**src/rtl/jk_driver_pkg.sv**
```systemverilog
// Shared types and constants for the JK flip-flop bank driver.
package jk_driver_pkg;

   // Per-bit request codes carried on req_op
   typedef enum logic [1:0] {
      OP_HOLD   = 2'b00,
      OP_CLEAR  = 2'b01,
      OP_SET    = 2'b10,
      OP_TOGGLE = 2'b11
   } op_t;

   // Controller sequencing: accept, drive the bank for one clock, then verify
   typedef enum logic [1:0] {
      IDLE  = 2'b00,
      DRIVE = 2'b01,
      CHECK = 2'b10
   } drv_state_t;

   // Mismatch counter saturates here instead of wrapping
   localparam logic [7:0] ERR_CNT_MAX = 8'd255;

endpackage

```
**src/rtl/jk_driver_if.sv**
```systemverilog
// Request channel between the register-control master and the driver.
interface jk_driver_if
   import jk_driver_pkg::*;
#(
   parameter int WIDTH = 8
);

   logic             req_valid;
   logic             req_ready;
   op_t              req_op;
   logic [WIDTH-1:0] req_mask;

   modport master (output req_valid, output req_op, output req_mask, input req_ready);
   modport slave  (input req_valid, input req_op, input req_mask, output req_ready);

endinterface

```
**src/rtl/jk_excite.sv**
```systemverilog
// Combinational JK excitation: turns an op and mask into j/k drive and the
// flop state the bank should hold once that drive has been clocked in.
module jk_excite
   import jk_driver_pkg::*;
#(
   parameter int WIDTH = 8
) (
   input  op_t              op,
   input  logic [WIDTH-1:0] mask,
   input  logic [WIDTH-1:0] shadow,
   output logic [WIDTH-1:0] j,
   output logic [WIDTH-1:0] k,
   output logic [WIDTH-1:0] expected
);

   // Map each op to its JK excitation; unmasked bits see j=k=0 and hold
   always_comb begin
      j        = '0;
      k        = '0;
      expected = shadow;
      case (op)
         OP_HOLD: begin
            expected = shadow;
         end
         OP_CLEAR: begin
            k        = mask;
            expected = shadow & ~mask;
         end
         OP_SET: begin
            j        = mask;
            expected = shadow | mask;
         end
         OP_TOGGLE: begin
            j        = mask;
            k        = mask;
            expected = shadow ^ mask;
         end
         default: begin
            expected = shadow;
         end
      endcase
   end

endmodule

```
**src/rtl/jk_driver.sv**
```systemverilog
// Command-side controller for a bank of external JK flip-flops: accepts
// per-bit requests, pulses j/k for exactly one clock, tracks the expected
// flop state and verifies the bank's q outputs after every update.
module jk_driver
   import jk_driver_pkg::*;
#(
   parameter int WIDTH = 8
) (
   input  logic             clk,
   input  logic             clr_bar,
   jk_driver_if.slave       req,
   input  logic             resync,
   input  logic [WIDTH-1:0] q_fb,
   output logic [WIDTH-1:0] j,
   output logic [WIDTH-1:0] k,
   output logic [WIDTH-1:0] shadow,
   output logic             done,
   output logic             err,
   output logic [7:0]       err_count
);

   drv_state_t       state_q;
   drv_state_t       state_d;
   logic             accept;
   logic [WIDTH-1:0] exc_j;
   logic [WIDTH-1:0] exc_k;
   logic [WIDTH-1:0] exc_expected;

   jk_excite #(.WIDTH(WIDTH)) u_excite (
      .op       (req.req_op),
      .mask     (req.req_mask),
      .shadow   (shadow),
      .j        (exc_j),
      .k        (exc_k),
      .expected (exc_expected)
   );

   // State register; clr_bar abandons any in-flight op
   always_ff @(posedge clk or negedge clr_bar) begin
      if (!clr_bar) state_q <= IDLE;
      else          state_q <= state_d;
   end

   // Next state: one DRIVE cycle then one CHECK cycle per accepted request
   always_comb begin
      state_d = state_q;
      case (state_q)
         IDLE:    if (accept) state_d = DRIVE;
         DRIVE:   state_d = CHECK;
         CHECK:   state_d = IDLE;
         default: state_d = IDLE;
      endcase
   end

   // Handshake: resync has priority over a new request while idle
   always_comb begin
      req.req_ready = (state_q == IDLE) && clr_bar && !resync;
      accept        = req.req_ready && req.req_valid;
   end

   // Drive lines, shadow copy, completion/error pulses and mismatch counter;
   // shadow clears with the bank since both share clr_bar
   always_ff @(posedge clk or negedge clr_bar) begin
      if (!clr_bar) begin
         j         <= '0;
         k         <= '0;
         shadow    <= '0;
         done      <= 1'b0;
         err       <= 1'b0;
         err_count <= '0;
      end else begin
         done <= 1'b0;
         err  <= 1'b0;
         case (state_q)
            IDLE: begin
               if (resync) begin
                  shadow <= q_fb;
               end else if (accept) begin
                  j      <= exc_j;
                  k      <= exc_k;
                  shadow <= exc_expected;
               end
            end
            DRIVE: begin
               j <= '0;
               k <= '0;
            end
            CHECK: begin
               done <= 1'b1;
               err  <= (q_fb != shadow);
               if ((q_fb != shadow) && (err_count != ERR_CNT_MAX))
                  err_count <= err_count + 8'd1;
            end
            default: begin
               j <= '0;
               k <= '0;
            end
         endcase
      end
   end

endmodule
```
**src/flat_wrapper.sv**
```systemverilog
// flat-port wrapper written by rule: the top's interface ports become plain ports
module jk_driver_flat import jk_driver_pkg::*;
#(
   parameter int WIDTH = 8
)
  (clk, clr_bar, resync, q_fb, j, k, shadow, done, err, err_count, req_req_valid, req_req_op, req_req_mask, req_req_ready);
  jk_driver_if #(.WIDTH(WIDTH)) req_i ();
  input  logic clk;
  input  logic clr_bar;
  input  logic resync;
  input  logic [WIDTH-1:0] q_fb;
  output logic [WIDTH-1:0] j;
  output logic [WIDTH-1:0] k;
  output logic [WIDTH-1:0] shadow;
  output logic done;
  output logic err;
  output logic [7:0] err_count;
  input wire logic [$bits(req_i.req_valid)-1:0] req_req_valid;
  input wire logic [$bits(req_i.req_op)-1:0] req_req_op;
  input wire logic [$bits(req_i.req_mask)-1:0] req_req_mask;
  output wire logic [$bits(req_i.req_ready)-1:0] req_req_ready;
  assign req_i.req_valid = req_req_valid;
  assign req_i.req_op = req_req_op;
  assign req_i.req_mask = req_req_mask;
  assign req_req_ready = req_i.req_ready;
  jk_driver #(.WIDTH(WIDTH)) u_core (.clk(clk), .clr_bar(clr_bar), .req(req_i), .resync(resync), .q_fb(q_fb), .j(j), .k(k), .shadow(shadow), .done(done), .err(err), .err_count(err_count));
endmodule
```
**config.mk**
```make
export PLATFORM = sky130hd
export DESIGN_NAME = jk_driver_flat
export DESIGN_NICKNAME = d
export VERILOG_FILES = /design/src/rtl/jk_driver_pkg.sv /design/src/rtl/jk_driver_if.sv /design/src/rtl/jk_excite.sv /design/src/rtl/jk_driver.sv /design/src/flat_wrapper.sv
export SDC_FILE = /design/constraint.sdc
export NUM_CORES = 1
export LEC_CHECK = 0
export CORE_AREA = 2 2 67 69
export CTS_CLUSTER_DIAMETER = 100
export DETAILED_ROUTE_END_ITERATION = 7
export DIE_AREA = 0 0 69 71
export PLACE_DENSITY = 0.83
export RECOVER_POWER = 50
export SYNTH_ARGS = -nofsm -noshare
export SYNTH_HDL_FRONTEND = slang
export SYNTH_SLANG_ARGS = --single-unit
```
**constraint.sdc**
```tcl
create_clock -name clk -period 5.71 [get_ports clk]
set_clock_uncertainty 0.1 [all_clocks]
set_input_delay 0.8565 -clock clk [delete_from_list [all_inputs] [get_ports clk]]
set_output_delay 0.8565 -clock clk [all_outputs]
set_load 0.005 [all_outputs]
```
# Word level (Yosys, flattened, before mapping)
# Cells that the tools add are included.
word_totals:
  ff_bits: 36
  in_bits: 22
  output_inout_bits: 35
  word_cells: 51
classes:
  addsub: 1
  n_eq_ne: 10
  mux: 15
  bitwise_logic: 5
  reduce_logical: 13
op_table:
  columns: ["op", "count"]
  rows:
  - ["two-way mux 8 bit", 8]
  - ["one-hot mux 8 bit (2 select lines)", 2]
  - ["one-hot mux 8 bit (3 select lines)", 1]
  - ["adder 8 x 1 -> 8 bit (second input constant)", 1]
  - ["bitwise AND 8 bit", 1]
  - ["!= test 8 bit", 1]
  - ["!= test 8 bit (second input constant)", 1]
  - ["NOT 8 bit", 1]
  - ["OR 8 bit", 1]
  - ["XOR 8 bit", 1]
  - ["equality test 2 bit (second input constant)", 3]
  - ["AND reduction 3 bit", 2]
  - ["equality test 2 x 1 -> 1 bit (second input constant)", 2]
  - ["logical AND 1 bit", 4]
  - ["zero test 2 bit", 2]
  - ["!= test 2 bit (second input constant)", 2]
  - ["one-hot mux 2 bit (2 select lines)", 1]
  - ["OR reduction 2 bit", 2]
  - ["two-way mux 1 bit", 2]
  - ["two-way mux 2 bit", 1]
  - ["!= test 2 x 1 -> 1 bit (second input constant)", 1]
  - ["AND reduction 2 bit", 1]
  - ["nonzero test 2 bit", 1]
  - ["zero test 1 bit", 1]
  - ["NOT 1 bit", 1]

# Longest topological paths before layout
# Gate-level depths: netlist of the first run.
logic_depth:
  ltp_word: 7
  ltp_mapped: 7
  depth_no_buf: 7

# Cells and area by module
# Synthesis of the first run repeated with hierarchy kept, for this count alone.
hier_totals:
  cells_unflattened: 228
  area_unflattened_um2: 2376.0
by_module_without_submodules:
  columns: ["mod", "instances", "cells_per_inst", "area_per_inst_um2", "seq_area_each_um2"]
  rows:
  - ["jk_driver", 1, 160, 1737.9, 900.9]
  - ["jk_excite", 1, 68, 638.1, 0.0]

# Least setup slack after synthesis of the first run
# OpenSTA, ideal clock, no wires.
synth_path:
  path_type: "input-to-output"
  startpoint: "input resync"
  endpoint: "output req_req_ready"
  arrival_ps: 1192
  required_ps: 4753
  path_slack_ps: 3562
  cell_stages: 1
  path_buffers: 0
  cell_sequence: "nor4b_1"
synth_via:
  elab_chain_len: 2
synth_rtl:
  columns: ["element", "line_no", "source"]
  rows:
  - ["start, declared", "flat_wrapper.sv:10", "input logic resync;"]
  - ["zero test 1 bit", "jk_driver.sv:57", "req.req_ready = (state_q == IDLE) && clr_bar && !resync;"]
  - ["logical AND 1 bit", "jk_driver.sv:57", null]
  - ["end, declared", "flat_wrapper.sv:21", "output wire logic [$bits(req_i.req_ready)-1:0] req_req_ready;"]
# Every way passes these cells.

# Final worst setup path of the first run
# Same ends and word-level chain as after synthesis.

==> metrics, run 1 <==
status finished, final reports clean; Std-Cell Rows 24; vias per cell 5.23; Final period util 0.629; # Post-CTS Setup Buffers 0; clock root cell clkbuf_8; async set or reset register ratio after synthesis 1.00; post-route DRC violation count 0; multi-input logic area around 1100 sq um; Slew HR 0.322; routed vias approximately 1700; Die Wd 69 um; crit start category primary input; register area about 900 sq um; final hold vios 0; All-Layer GR Usage 0.196; synth warn 0; effective utilization at floorplan 0.496; register share of total power 0.450; DR iter-0 viols 113; die area 4900 sq um; internal power approximately 0.52 mW; I/O Buffers 56; count leader, synth dfrtp_1; Seq cells post-synth 36; clock tree buffer depth 2; switching pwr 0.224 mW; Yosys top cell by area dfrtp_1; Sink Count 36; IO Pins 57; global-route wire length before repair about 7.7 mm; Post-DP Area roughly 2700 sq um; Max Cap Viol 0; part of the power in the clock network 0.248; design area between 2000 and 3000 sq um; WHS about 380 ps; Max Fclk approximately 0.28 GHz; critical path peak fanout 13; top_reg_cell synth dfrtp_1; total power ~0.75 mW; hold buffer count at CTS 0; critical path data arrival time about 2600 ps; worst skew pair latency 290 ps; total grt overflow 0; Core ar. ~4200 sq um; initial antenna violation count 0; Synth top area share 0.432; TritonCTS clock tree done; CTS resizes 0; register area share after synthesis 0.432; RSZ-0062 raised after global routing no; Final Setup Violations 0; critical path required time about 4800 ps; drt wl/cell ~13 um; Synth area leaders dfrtp_1, ha_1, mux2i_1; layout cells sized above 1 0.0496; number of global-route vias before repair around 1700; synthesized instance count 226; Cell Area, Synth 2080 sq um; routed wire length between 4 and 5 mm; htree depth 2; Final ANT Viol Nets 0; minimum clock period 3590 ps; EDFF count, synth 0; PD cells 270 nW/um^2; type of the worst setup path primary input to primary output; endpoint class of the critical path primary output; total CTS buffers 5; pin count of the biggest net entering global routing 40; drt pass-1 iters 4; die height slightly above 70 um; Slew @ Worst Pin around 1000 ps; HPWL Detailed ~3.4 mm; Max VDD drop around 160 uV; Final nets 320; Setup TNS Final 0 ps; mean area per synthesized cell roughly 9.2 sq um; Net Sw Frac 0.300; Hold Crit Class flip-flop to flip-flop; n_diodes 0; Finished Core Util 0.659; Final Slew Violations 0; top cells by count, synth dfrtp_1, nand2_1, inv_1, nand3_1, ha_1; synth unique cells 29; static leakage 1.34 nW; Syn Nets 265; combinational share of power 0.302; GP Congestion 0.752; # fillers between 300 and 400; clk slew on worst S/H paths roughly 60 ps; P&R area growth vs syn 32.8%
==> cell usage in the layout, fill, tap and decap left out, drive strengths merged <==
| cell type | instances |
|---|---|
| a211oi | 4 |
| a21boi | 1 |
| a21oi | 11 |
| and2 | 2 |
| and3 | 3 |
| and4b | 1 |
| buf | 4 |
| clkbuf | 8 |
| clkdlybuf4s50 | 41 |
| dfrtp | 36 |
| dlygate4sd3 | 14 |
| ha | 17 |
| inv | 22 |
| mux2 | 2 |
| mux2i | 12 |
| nand2 | 23 |
| nand2b | 1 |
| nand3 | 22 |
| nand4 | 1 |
| nor2 | 14 |
| nor2b | 2 |
| nor4 | 2 |
| nor4b | 1 |
| nor4bb | 1 |
| o211a | 1 |
| o21ai | 23 |
| xnor2 | 4 |
| xor2 | 9 |
==> worst max-delay path, cell delays in order <==
cell and delay (ps):
clkdlybuf4s50_1 730, nor4b_1 470, clkdlybuf4s50_1 580
==> routing by layer <==
metal  global-route usage  share of wire  vias up
met5                    0              0        -
met4               0.0784          0.016        0
met3               0.0499          0.042        8
met2                0.331           0.50       35
met1                0.242           0.44      839
li1                     -              -      866
==> registers in the layout, indices dropped and copies added (netlist names) <==
register	count
u_core.j	8
u_core.shadow	8
u_core.err_count	8
u_core.done	1
u_core.state_q	2
u_core.k	8
u_core.err	1
==> final cells by class <==
cell class / count / area share
multi-input cells: 157 / 0.380
flip-flops and latches: 36 / 0.325
repair buffers: 59 / 0.209
clock buffers: 8 / 0.0325
inverters: 22 / 0.0298
well taps: 52 / 0.0235
==> power by group through the flow <==
stage	Clock, mW	Sequential (mW)	Combinational [mW]
global placement	0	0.342	0.225
CTS	0.187	0.338	0.234
finish	0.186	0.337	0.226
global route	0.197	0.344	0.253
floorplan	0	0.339	0.105
detailed placement	0	0.343	0.233
==> worst paths after layout <==
path	end	start	cells after the start	slack, ps
worst max register to register	u_core.shadow[4]	u_core.state_q[0]	4	3250
worst min register to register	u_core.k[7]	u_core.k[7]	2	380
worst max-delay path	req_req_ready	resync	3	2120
max in group asynchronous	u_core.j[5]	clr_bar	2	4660
worst min-delay path	u_core.k[7]	u_core.k[7]	2	380
min in group asynchronous	u_core.j[1]	clr_bar	2	500
==> metrics by stage <==
step | setup slack, ps | std cells
after floorplan | 3560 | 226
after global placement | 2190 | 326
after detailed placement | 2140 | 326
after CTS | 2140 | 334
after global routing | 2030 | 334
final | 2120 | 334
==> cell families (layout without fill, tap and decap cells) <==
group / count (synthesis) / in the layout / share of synthesized area
flip-flops: 36 / 36 / 0.432
AND/OR/NAND/NOR: 73 / 73 / 0.173
adder cells (fa/ha/maj): 17 / 17 / 0.102
multiplexers: 14 / 14 / 0.0702
buffers and inverters: 33 / 89 / 0.0612
AO/OA/AOI/OAI: 40 / 40 / 0.106
XOR/XNOR: 13 / 13 / 0.0546
No activity file was read; power rests on OpenSTA's default activity.
==> run 2, diff against run 1 <==
--- a/config.mk
+++ b/config.mk
@@ -5,11 +5,11 @@
 export SDC_FILE = /design/constraint.sdc
 export NUM_CORES = 1
 export LEC_CHECK = 0
-export CORE_AREA = 2 2 67 69
+export CORE_AREA = 2 2 73 75
 export CTS_CLUSTER_DIAMETER = 100
 export DETAILED_ROUTE_END_ITERATION = 7
-export DIE_AREA = 0 0 69 71
-export PLACE_DENSITY = 0.83
+export DIE_AREA = 0 0 75 77
+export PLACE_DENSITY = 0.74
 export RECOVER_POWER = 50
 export SYNTH_ARGS = -nofsm -noshare
 export SYNTH_HDL_FRONTEND = slang
==> constraint.sdc (replaced) <==
create_clock -name clk -period 3.2 [get_ports clk]
set_clock_uncertainty 0.1 [all_clocks]
set_input_delay 0.48 -clock clk [delete_from_list [all_inputs] [get_ports clk]]
set_output_delay 0.48 -clock clk [all_outputs]
set_load 0.005 [all_outputs]
==> run 2 against run 1 <==
Effect of this change:
- critical endpoint is now u_core.err_count[1]
- setup slack lost 1400 ps
- sequential cell count did not move
- routed wire length is 2.3% higher
==> metrics, run 2 (synthesis results as in run 1) <==
Die Wd 75 um (+8.7%); # Post-CTS Setup Buffers 0 (unchanged); clock root cell clkbuf_8; Setup TNS Final 0 ps (unchanged); routed vias 1702 (-2.6%); clock tree buffer depth 2 (unchanged); drt pass-1 iters 4 (unchanged); All-Layer GR Usage 0.170 (-0.0259); total CTS buffers 5 (unchanged); Max Fclk ~0.40 GHz; crit-path max cell delay 710 ps (-20 ps); Final Setup Violations 0 (unchanged); PD cells 505 nW/um^2 (+87%); clk slew on worst S/H paths 70 ps (about the same); WHS 137 ps (-241 ps); type of the worst setup path primary input to flip-flop; htree depth 2 (unchanged); Bufs and invs on worst path 1 (-1); CTS resizes 0 (unchanged); Post-DP Area 2740 sq um (+2.2%); R2R cell count 5 (+1); hold buffer count at CTS 0 (unchanged); register area 901 sq um (unchanged); IO Pins 57 (unchanged); critical path data arrival time 2600 ps (-40 ps); critical path required time 3280 ps (-1470 ps); launch point of the worst path q_fb[1]; reg2reg end u_core.err_count[1]; Final ANT Viol Nets 0 (unchanged); multi-input logic area 1050 sq um (unchanged); Final period util 0.788; die height 77 um (+8.5%); commonest non-fill, non-tap cell in the layout clkdlybuf4s50_1; total grt overflow 0 (unchanged); post-route DRC violation count 0 (unchanged); initial antenna violation count 0 (unchanged); Max Cap Viol 0 (unchanged); TritonCTS clock tree done; Std-Cell Rows 26 (+8.3%); Sink Count 36 (unchanged); vias per cell 4.77 (-8.9%); combinational share of power 0.282 (-0.020); static leakage 1.38 nW (+2.9%); DR iter-0 viols 118 (+4.4%); Final Slew Violations 0 (unchanged); drt wl/cell 12.9 um (-4.3%); layout cells sized above 1 0.0732 (+0.0235); pin count of the biggest net entering global routing 39 (-2.5%); global-route wire length before repair 7.59 mm (-1.2%); Max VDD drop 303 uV (+89%); R2R Path Start u_core.shadow[1]; Cell Chain, Critical Path clkdlybuf4s50_1 > xor2_1 > nor4_2 > a21boi_0 > and2_4 > mux2_4; minimum clock period between 2000 and 3000 ps; effective utilization at floorplan 0.419 (-0.0770); I/O Buffers 56 (unchanged); crit start category primary input; switching pwr 0.409 mW (+82%); HPWL Detailed 3.41 mm (+1.7%); Setup crit end u_core.err_count[1]; n_diodes 0 (unchanged); R2R Setup Slk 910 ps (-2340 ps); number of global-route vias before repair 1617 (-5.7%); Slew @ Worst Pin 884 ps (-125 ps); internal power 1.04 mW (+98%); register share of total power 0.415 (-0.035); RSZ-0062 raised after global routing no; Net Sw Frac 0.283 (-0.0173); die area 5780 sq um (+18%); Hold Crit Class primary input to asynchronous set/reset pin; Slowest cell on crit path a21boi_0; endpoint class of the critical path flip-flop; design area 2870 sq um (+3.5%); Top delay family on crit path compound AO/OA/AOI/OAI gates; commonest cells after routing, fill and taps aside clkdlybuf4s50_1, dfrtp_1, nand2_1; final hold vios 0 (unchanged); Slew HR 0.405 (+0.0838); # fillers 448 (+32%); worst skew pair latency 290 ps (about the same); status finished, final reports clean; Final nets 325 (+1.6%); GP Congestion 0.752 (about the same); number of cells on the critical path 6 (+3); Core ar. 4980 sq um (+18%); P&R area growth vs syn 37.5%; routed wire length 4.60 mm (+2.3%); part of the power in the clock network 0.303 (+0.055); critical path peak fanout 9 (-4)
run 2: cell types whose count changed in the layout (fill, tap and decap cells not counted), sizes merged:
cell / change
buf: +5
bufinv: +1
clkbuf: -1
clkdlybuf4s50: +1
dlygate4sd3: -1
run 2: power groups by stage:
stage                     sequential [mW]  combinational (mW)  clock (mW)
after floorplan                     0.604               0.187           0
after global placement              0.609               0.411           0
after detailed placement            0.611               0.421           0
after CTS                           0.602               0.424       0.451
after global routing                0.612               0.460       0.469
final                               0.600               0.409       0.439
run 2: layout make-up:
cell class | instances | share of cell area
multi-input combinational | 157 | 0.367
inverter | 22 | 0.0288
clock buffer | 7 | 0.0336
timing repair buffer | 64 | 0.215
sequential | 36 | 0.314
tap | 70 | 0.0306
clock inverter | 1 | 0.0105
run 2: metal layers:
layer / wire, um / track usage / up-vias
met2: 2150 / 0.264 / 53
met5: 0 / 0 / -
met1: 2170 / 0.233 / 767
met3: 242 / 0.0447 / 5
li1: - / - / 877
met4: 43 / 0.0464 / 0
run 2: per-stage QoR:
| step | power (mW) | std cells | util | worst slack [ps] |
|---|---|---|---|---|
| floorplan | 0.791 | 226 | - | 1380 |
| global placement | 1.02 | 349 | 0.551 | 817 |
| detailed placement | 1.03 | 349 | 0.551 | 801 |
| CTS | 1.48 | 357 | 0.576 | 798 |
| global route | 1.54 | 357 | 0.576 | 567 |
| finish | 1.45 | 357 | 0.576 | 679 |
run 2: worst min path at each step:
| stage | start | end | slack [ps] | cells past startpoint |
|---|---|---|---|---|
| floorplan | clr_bar | u_core.done | 80 | 0 |
| global placement | u_core.j[4] | u_core.j[4] | 360 | 2 |
| detailed placement | u_core.j[3] | u_core.j[3] | 370 | 2 |
| CTS | clr_bar | u_core.state_q[0] | 150 | 2 |
| global route | clr_bar | u_core.err_count[5] | 180 | 2 |
| finish | clr_bar | u_core.state_q[0] | 140 | 2 |
